==> src/rtl/mpmc11_sfifo_rty_if.sv <==
// mpmc11_sfifo_rty_if: handshake/data bundle between a port front-end and the speculative request FIFO
interface mpmc11_sfifo_rty_if #(
   parameter int WID   = 64,
   parameter int DEPTH = 32
);
   localparam int AW = $clog2(DEPTH);
   logic           wr;
   logic [WID-1:0] din;
   logic           rd;
   logic           cmt;
   logic           rty;
   logic [WID-1:0] dout;
   logic           data_valid;
   logic           empty;
   logic           full;
   logic           almost_full;
   logic           prog_full;
   logic           overflow;
   logic           underflow;
   logic           rst_busy;
   logic [AW:0]    cnt;
   logic [AW:0]    ucnt;
   modport master (
      output wr, din, rd, cmt, rty,
      input  dout, data_valid, empty, full, almost_full, prog_full, overflow, underflow, rst_busy, cnt, ucnt
   );
   modport slave (
      input  wr, din, rd, cmt, rty,
      output dout, data_valid, empty, full, almost_full, prog_full, overflow, underflow, rst_busy, cnt, ucnt
   );
endinterface

==> src/rtl/mpmc11_sfifo_rty.sv <==
// mpmc11_sfifo_rty: FWFT request FIFO with speculative read, commit and retry (rewind to oldest uncommitted)
module mpmc11_sfifo_rty #(
   parameter int WID              = 64,
   parameter int DEPTH            = 32,
   parameter int PROG_FULL_THRESH = DEPTH - 5,
   parameter int AW               = $clog2(DEPTH)
) (
   input logic                  clk,
   input logic                  rst,
   mpmc11_sfifo_rty_if.slave    s
);
   if (DEPTH < 4 || DEPTH > 1024 || (DEPTH & (DEPTH - 1)) != 0 || AW != $clog2(DEPTH) ||
       PROG_FULL_THRESH < 1 || PROG_FULL_THRESH > DEPTH - 1) begin : g_bad_param
      $error("mpmc11_sfifo_rty: illegal DEPTH/AW/PROG_FULL_THRESH");
   end
   localparam logic [AW:0] L_DEPTH = (AW+1)'(DEPTH);
   localparam logic [AW:0] L_AFULL = (AW+1)'(DEPTH - 1);
   localparam logic [AW:0] L_PFULL = (AW+1)'(PROG_FULL_THRESH);
   logic [WID-1:0] r_mem [DEPTH];
   logic [AW:0]    r_wp, r_rp, r_cp, r_cnt, r_ucnt;
   logic           r_ovf, r_udf, r_b0, r_b1;
   logic           w_ok, w_full, w_empty, w_wr, w_rd, w_cmt, w_rty, w_ovf, w_udf;
   logic [AW:0]    w_wp_n, w_rp_n, w_cp_n;
   always_comb begin
      w_ok    = ~r_b1;
      w_full  = r_cnt == L_DEPTH;
      w_empty = r_wp == r_rp;
      w_rty   = w_ok & s.rty;
      w_wr    = w_ok & s.wr & ~w_full;
      w_rd    = w_ok & s.rd & ~w_empty & ~s.rty;
      w_cmt   = w_ok & s.cmt & (r_ucnt != '0);
      w_ovf   = w_ok & s.wr & w_full;
      w_udf   = w_ok & ((s.rd & w_empty & ~s.rty) | (s.cmt & (r_ucnt == '0)));
      w_wp_n  = r_wp + (AW+1)'(w_wr);
      w_cp_n  = r_cp + (AW+1)'(w_cmt);
      w_rp_n  = w_rty ? w_cp_n : r_rp + (AW+1)'(w_rd);
   end
   always_ff @(posedge clk) begin
      if (rst) begin
         r_wp   <= '0;
         r_rp   <= '0;
         r_cp   <= '0;
         r_cnt  <= '0;
         r_ucnt <= '0;
         r_ovf  <= 1'b0;
         r_udf  <= 1'b0;
         r_b0   <= 1'b1;
         r_b1   <= 1'b1;
      end else begin
         r_wp   <= w_wp_n;
         r_rp   <= w_rp_n;
         r_cp   <= w_cp_n;
         r_cnt  <= w_wp_n - w_cp_n;
         r_ucnt <= w_rp_n - w_cp_n;
         r_ovf  <= w_ovf;
         r_udf  <= w_udf;
         r_b0   <= 1'b0;
         r_b1   <= r_b0;
      end
   end
   // storage is never cleared; reset only discards entries by zeroing the pointers
   always_ff @(posedge clk) begin
      if (w_wr) r_mem[r_wp[AW-1:0]] <= s.din;
   end
   assign s.dout        = w_empty ? '0 : r_mem[r_rp[AW-1:0]];
   assign s.data_valid  = ~w_empty;
   assign s.empty       = w_empty;
   assign s.full        = w_full;
   assign s.almost_full = r_cnt >= L_AFULL;
   assign s.prog_full   = r_cnt >= L_PFULL;
   assign s.overflow    = r_ovf;
   assign s.underflow   = r_udf;
   assign s.rst_busy    = r_b1;
   assign s.cnt         = r_cnt;
   assign s.ucnt        = r_ucnt;
endmodule

==> src/flat_wrapper.sv <==
// flat-port wrapper written by rule: the top's interface ports become plain ports
module mpmc11_sfifo_rty_flat 
#(
   parameter int WID              = 64,
   parameter int DEPTH            = 32,
   parameter int PROG_FULL_THRESH = DEPTH - 5,
   parameter int AW               = $clog2(DEPTH)
)
  (clk, rst, s_wr, s_din, s_rd, s_cmt, s_rty, s_dout, s_data_valid, s_empty, s_full, s_almost_full, s_prog_full, s_overflow, s_underflow, s_rst_busy, s_cnt, s_ucnt);
  mpmc11_sfifo_rty_if #(.WID(WID), .DEPTH(DEPTH)) s_i ();
  input logic clk;
  input logic rst;
  input wire logic [$bits(s_i.wr)-1:0] s_wr;
  input wire logic [$bits(s_i.din)-1:0] s_din;
  input wire logic [$bits(s_i.rd)-1:0] s_rd;
  input wire logic [$bits(s_i.cmt)-1:0] s_cmt;
  input wire logic [$bits(s_i.rty)-1:0] s_rty;
  output wire logic [$bits(s_i.dout)-1:0] s_dout;
  output wire logic [$bits(s_i.data_valid)-1:0] s_data_valid;
  output wire logic [$bits(s_i.empty)-1:0] s_empty;
  output wire logic [$bits(s_i.full)-1:0] s_full;
  output wire logic [$bits(s_i.almost_full)-1:0] s_almost_full;
  output wire logic [$bits(s_i.prog_full)-1:0] s_prog_full;
  output wire logic [$bits(s_i.overflow)-1:0] s_overflow;
  output wire logic [$bits(s_i.underflow)-1:0] s_underflow;
  output wire logic [$bits(s_i.rst_busy)-1:0] s_rst_busy;
  output wire logic [$bits(s_i.cnt)-1:0] s_cnt;
  output wire logic [$bits(s_i.ucnt)-1:0] s_ucnt;
  assign s_i.wr = s_wr;
  assign s_i.din = s_din;
  assign s_i.rd = s_rd;
  assign s_i.cmt = s_cmt;
  assign s_i.rty = s_rty;
  assign s_dout = s_i.dout;
  assign s_data_valid = s_i.data_valid;
  assign s_empty = s_i.empty;
  assign s_full = s_i.full;
  assign s_almost_full = s_i.almost_full;
  assign s_prog_full = s_i.prog_full;
  assign s_overflow = s_i.overflow;
  assign s_underflow = s_i.underflow;
  assign s_rst_busy = s_i.rst_busy;
  assign s_cnt = s_i.cnt;
  assign s_ucnt = s_i.ucnt;
  mpmc11_sfifo_rty #(.WID(WID), .DEPTH(DEPTH), .PROG_FULL_THRESH(PROG_FULL_THRESH), .AW(AW)) u_core (.clk(clk), .rst(rst), .s(s_i));
endmodule
==> config.mk <==
export PLATFORM = sky130hd
export DESIGN_NAME = mpmc11_sfifo_rty_flat
export DESIGN_NICKNAME = d
export VERILOG_FILES = /design/src/rtl/mpmc11_sfifo_rty_if.sv /design/src/rtl/mpmc11_sfifo_rty.sv /design/src/flat_wrapper.sv
export SDC_FILE = /design/constraint.sdc
export NUM_CORES = 2
export LEC_CHECK = 0
export ABC_CLOCK_PERIOD_IN_PS = 6500
export BUFFER_PORTS_ARGS = -buffer_cell sky130_fd_sc_hd__buf_2
export CORE_ASPECT_RATIO = 0.7
export CORE_MARGIN = 5
export CORE_UTILIZATION = 47
export CTS_CLUSTER_DIAMETER = 150
export DETAILED_ROUTE_END_ITERATION = 10
export GPL_TIMING_DRIVEN = 0
export MAX_ROUTING_LAYER = met4
export PLACE_DENSITY = 0.59
export SLEW_MARGIN = 20
export SYNTH_ARGS = -nofsm -noshare
export SYNTH_HDL_FRONTEND = slang
export SYNTH_SLANG_ARGS = --single-unit
==> constraint.sdc <==
create_clock -name clk -period 6.5 [get_ports clk]
set_clock_uncertainty 0.15 [all_clocks]
set_input_delay 1.3 -clock clk [delete_from_list [all_inputs] [get_ports clk]]
set_output_delay 1.3 -clock clk [all_outputs]
set_load 0.02 [all_outputs]
After elaboration in Yosys (flattened, before gate mapping)
Memories as Yosys holds them, arrays and structs flattened. A register that Yosys moved wholly into a read port is not among the register bits. Cells that the tools add are included.

Register bits after elaboration: 34. Bits in writable memories: 2048. Input port bits: 70. Output and inout bits: 84. Word-level logic and storage cells: 45. Memories kept: 1.

Memories: u_core.r_mem (words 32, bits a word 64, rd ports 1, clocked after memory_dff 1, wr ports 1, RTL line mpmc11_sfifo_rty.sv:19) `logic [WID-1:0] r_mem [DEPTH];`.

$add $sub $neg: 5. $lt $le $gt $ge: 2. Equality and inequality tests: 2. Muxes and demuxes: 6. Bitwise logic cells: 18. Reductions and logical operators: 2.

Operators with widths (count): 64-bit 2-to-1 mux (1); 6-bit by 1-bit adder with 6-bit output (3); 1-bit AND (13); 6-bit by 5-bit >= comparator with 1-bit output, second input constant (2); 6-bit subtractor (2); 6-bit == test (1); 6-bit == test, second input constant (1); 6-bit logical NOT (1); 6-bit 2-to-1 mux (1); 6-bit nonzero test (1); 5-bit 2-to-1 mux (1); 1-bit NOT (4); 1-bit 2-to-1 mux (3); 1-bit OR (1).

Depth between registers and ports, before layout
Depth in word-level cells: 7. Gate-level depth with buffers: 19. Gate-level depth less buffers: 15.

Worst setup path after synthesis
OpenSTA, ideal clock, no wires.

Path kind: input port to flip-flop. Start point: input port s_wr. End point: memory u_core.r_mem[28][0], enable pin. Setup time: 0.487 ns. Arrival: 5.015 ns. Required time: 5.863 ns. Slack: 0.849 ns. Cell stages on the path: 4. Buffers on the path: 1. Path through: nor3b_1 > or3b_2 > clkbuf_1 > nor2_1.

Word-level cells in the longest chain between the ends: 4.

Ends and longest elaborated chain: start, declared (RTL line flat_wrapper.sv:13) `input wire logic [$bits(s_i.wr)-1:0] s_wr;`; 1-bit AND (2 in series) (RTL line mpmc11_sfifo_rty.sv:29) `w_wr = w_ok & s.wr & ~w_full;`; 1-bit 2-to-1 mux (RTL line mpmc11_sfifo_rty.sv:63) `if (w_wr) r_mem[r_wp[AW-1:0]] <= s.din;`; 1-bit 2-to-1 mux (not written as such) (RTL line mpmc11_sfifo_rty.sv:63); end, declared (RTL line mpmc11_sfifo_rty.sv:19).

No other way between the ends.

Worst setup path after layout
Start point: register u_core.r_rp[2]. End point: output port s_dout[37].

Word-level cells in the longest chain between the ends: 2.

Ends and longest elaborated chain: start, declared (RTL line mpmc11_sfifo_rty.sv:20) `logic [AW:0] r_wp, r_rp, r_cp, r_cnt, r_ucnt;`; start signal, assigned (RTL line mpmc11_sfifo_rty.sv:51) `r_rp <= w_rp_n;`; 6-bit == test (RTL line mpmc11_sfifo_rty.sv:27) `w_empty = r_wp == r_rp;`; 64-bit 2-to-1 mux (RTL line mpmc11_sfifo_rty.sv:65) `assign s.dout = w_empty ? '0 : r_mem[r_rp[AW-1:0]];`; end, declared (RTL line flat_wrapper.sv:18) `output wire logic [$bits(s_i.dout)-1:0] s_dout;`.

No other way between the ends.

==> metrics.cfg <==
[finish]
area_growth_pct=16.4
nNetsFinal=3979
instances_no_fill=6289
multi_input_area_um2=17100
nFillCells=12400
drive_gt1_frac=0.333
layout.area.seq_um2=62200

[cts]
cts_buffers=191
cts_sinks=2082
post_cts_resized=0
tritoncts=yes
clk-insertion-delay-late_ns=0.81
post_cts_buffers=0
cts-root-buf=clkbuf_16
hold_buffers=0
cts_buffer_depth=3
cts.clk_slew.worst_paths_ns=0.06
cts-htree-levels=4

[global_route]
grt_pass1_vias=38100
antenna_found_initial=12
grt_usage=0.248
grt_max_degree=33
overflow=0
grt_pass1_wl_mm=300

[pwr]
p_total_mw=26.6
p_per_area_nw_per_um2=286
p_leak_nw=28.4
ir_worst_vdd_mv=0.217

[critical_path]
worstPathRequired_ns=5.05
crit_path_start_kind=register
cp_max_fo=10
crit_arrival_ns=4.58
cp_top_family=buffers and inverters
slowest_delay_ns=1.00
cp_slowest_cell=a2111oi_0
path_class=reg2out
path_cells=buf_4, buf_4, buf_4, buf_2, buf_2, mux2i_1, a2111oi_0, buf_2
crit_path_end_kind=output pin
critical_path_buf_inv_count=6

[yosys]
synth_top_area_share=0.768
synthCells=3406
ys_types=47
async_flop_share=0
synth_area_leader_cell=edfxtp_1
synth.net_count=3494
synth-seq-area-share=0.776
yosysMostFrequentCell=edfxtp_1
netlist_top_cells_count=2048 x edfxtp_1, 560 x mux4_2, 86 x mux2_2, 77 x nor2_1, 74 x mux2i_1
yosysWarnings=0
synth_edf_count=2048
avgSynthCellArea_um2=23.5
ys_ff_latch=2082
synthTopCellsByArea=edfxtp_1 77%, mux4_2 16%, mux2_2 1.2%
synth_top_flop_cell=edfxtp_1
synth_area_um2=80100

[routing]
postRouteAntennaNets=0
drtIter0Drc=5562
drc=0
vias_per_cell=6.19
wl_per_cell_um=34.1
drtPass1Iterations=5
via_count=38900
routed_wl_mm=215

[worst_hold_path]
hold_class=reg2reg

[die]
core_um2=169000
io_pins=154
die_width_um=503
dieArea_um2=179000
num_rows=126
start_util=0.474
chipHeight_um=355

[sta]
period_minus_slack_ns=6.03
rsz0062_at_grt=false
hold_ws_ns=0.273
worstMarginPinSlew_ns=1.24
post-route-period-util=0.928
setup_viol=0
relSlewSlack=0.176
fmax_ghz=0.166
hold_violations=0
finalMaxSlewViolations=0

[placement]
place_inst=5938
gp_congestion=0.763
hpwl_mm=146
io_buffers=153

[outcome]
status=completed

[flow_run]
maxCapViolCount=0

-- layout by cell type, fill, tap and decap left out, types with 32 or more instances in the layout --
master	count
a211oi_1	36
edfxtp_1	2048
mux4_2	560
nand2_1	44
mux2i_1	74
buf_12	75
clkbuf_1	108
dfxtp_1	34
o22ai_1	33
nor2_1	45
clkinv_1	43
nor2_4	32
nor2b_1	39
mux2_2	86
buf_16	61
buf_2	198
clkbuf_16	195
-- logic make-up after synthesis --
family	synth area share
AND/OR/NAND/NOR	0.0128
XOR/XNOR	0.00208
multiplexers	0.179
adder cells (fa/ha/maj)	0.00300
buffers and inverters	0.0136
AO/OA/AOI/OAI	0.0133
flip-flops	0.776
-- per-layer routing --
metal | global-route usage | routed length (um)
met5 | - | 0
met3 | 0.0488 | 20300
met2 | 0.331 | 90800
met4 | 0.0520 | 4640
met1 | 0.399 | 98900
-- final cells by class --
class | count | share of cell area
Inverter | 10 | 0.000402
Antenna cell | 4 | 0.000107
Tap cell | 2240 | 0.0301
Clock buffer | 242 | 0.0542
Clock inverter | 105 | 0.0111
Multi-Input combinational cell | 1127 | 0.183
Sequential cell | 2082 | 0.667
Buffer | 187 | 0.0115
Timing Repair Buffer | 292 | 0.0427
-- metrics by stage --
stage / instance area, um2 / TNS, ns / setup WS [ns] / utilization
CTS: 93200 / 0 / 0.467 / 0.552
global route: 93300 / 0 / 0.328 / 0.552
finish: 93300 / 0 / 0.469 / 0.552
floorplan: 80100 / 0 / 0.849 / -
global placement: 83700 / -8244.20 / -4.84 / 0.495
detailed placement: 87200 / 0 / 0.934 / 0.516
-- power by group --
part | switching [mW] | internal (mW) | leakage [nW] | total, mW
Clock | 4.85 | 6.29 | 2.96 | 11.1
Sequential | 0.0158 | 14.8 | 18.7 | 14.8
Combinational | 0.496 | 0.240 | 6.80 | 0.736
Total | 5.37 | 21.3 | 28.4 | 26.6
-- path summary, 6_finish.rpt --
| check | startpoint | end | slack, ns | cells past startpoint |
|---|---|---|---|---|
| setup / recovery | u_core.r_rp[2] | s_dout[37] | 0.47 | 8 |
| hold / removal | u_core.r_b0 | u_core.s.rst_busy | 0.27 | 1 |
| setup reg to reg | u_core.r_rp[0] | u_core.s.ucnt[5] | 0.96 | 19 |
| hold reg to reg | u_core.r_b0 | u_core.s.rst_busy | 0.27 | 1 |
-- sequential cells by signal, summed over array words and instances (netlist names) --
name and cells:
u_core.s.underflow 1, u_core.r_wp 6, u_core.r_cp 6, u_core.s.rst_busy 1, u_core.s.ucnt 6, u_core.r_b0 1
u_core.s.cnt 6, u_core.r_mem 2048, u_core.r_rp 6, u_core.s.overflow 1
No activity file was read; power rests on OpenSTA's default activity.
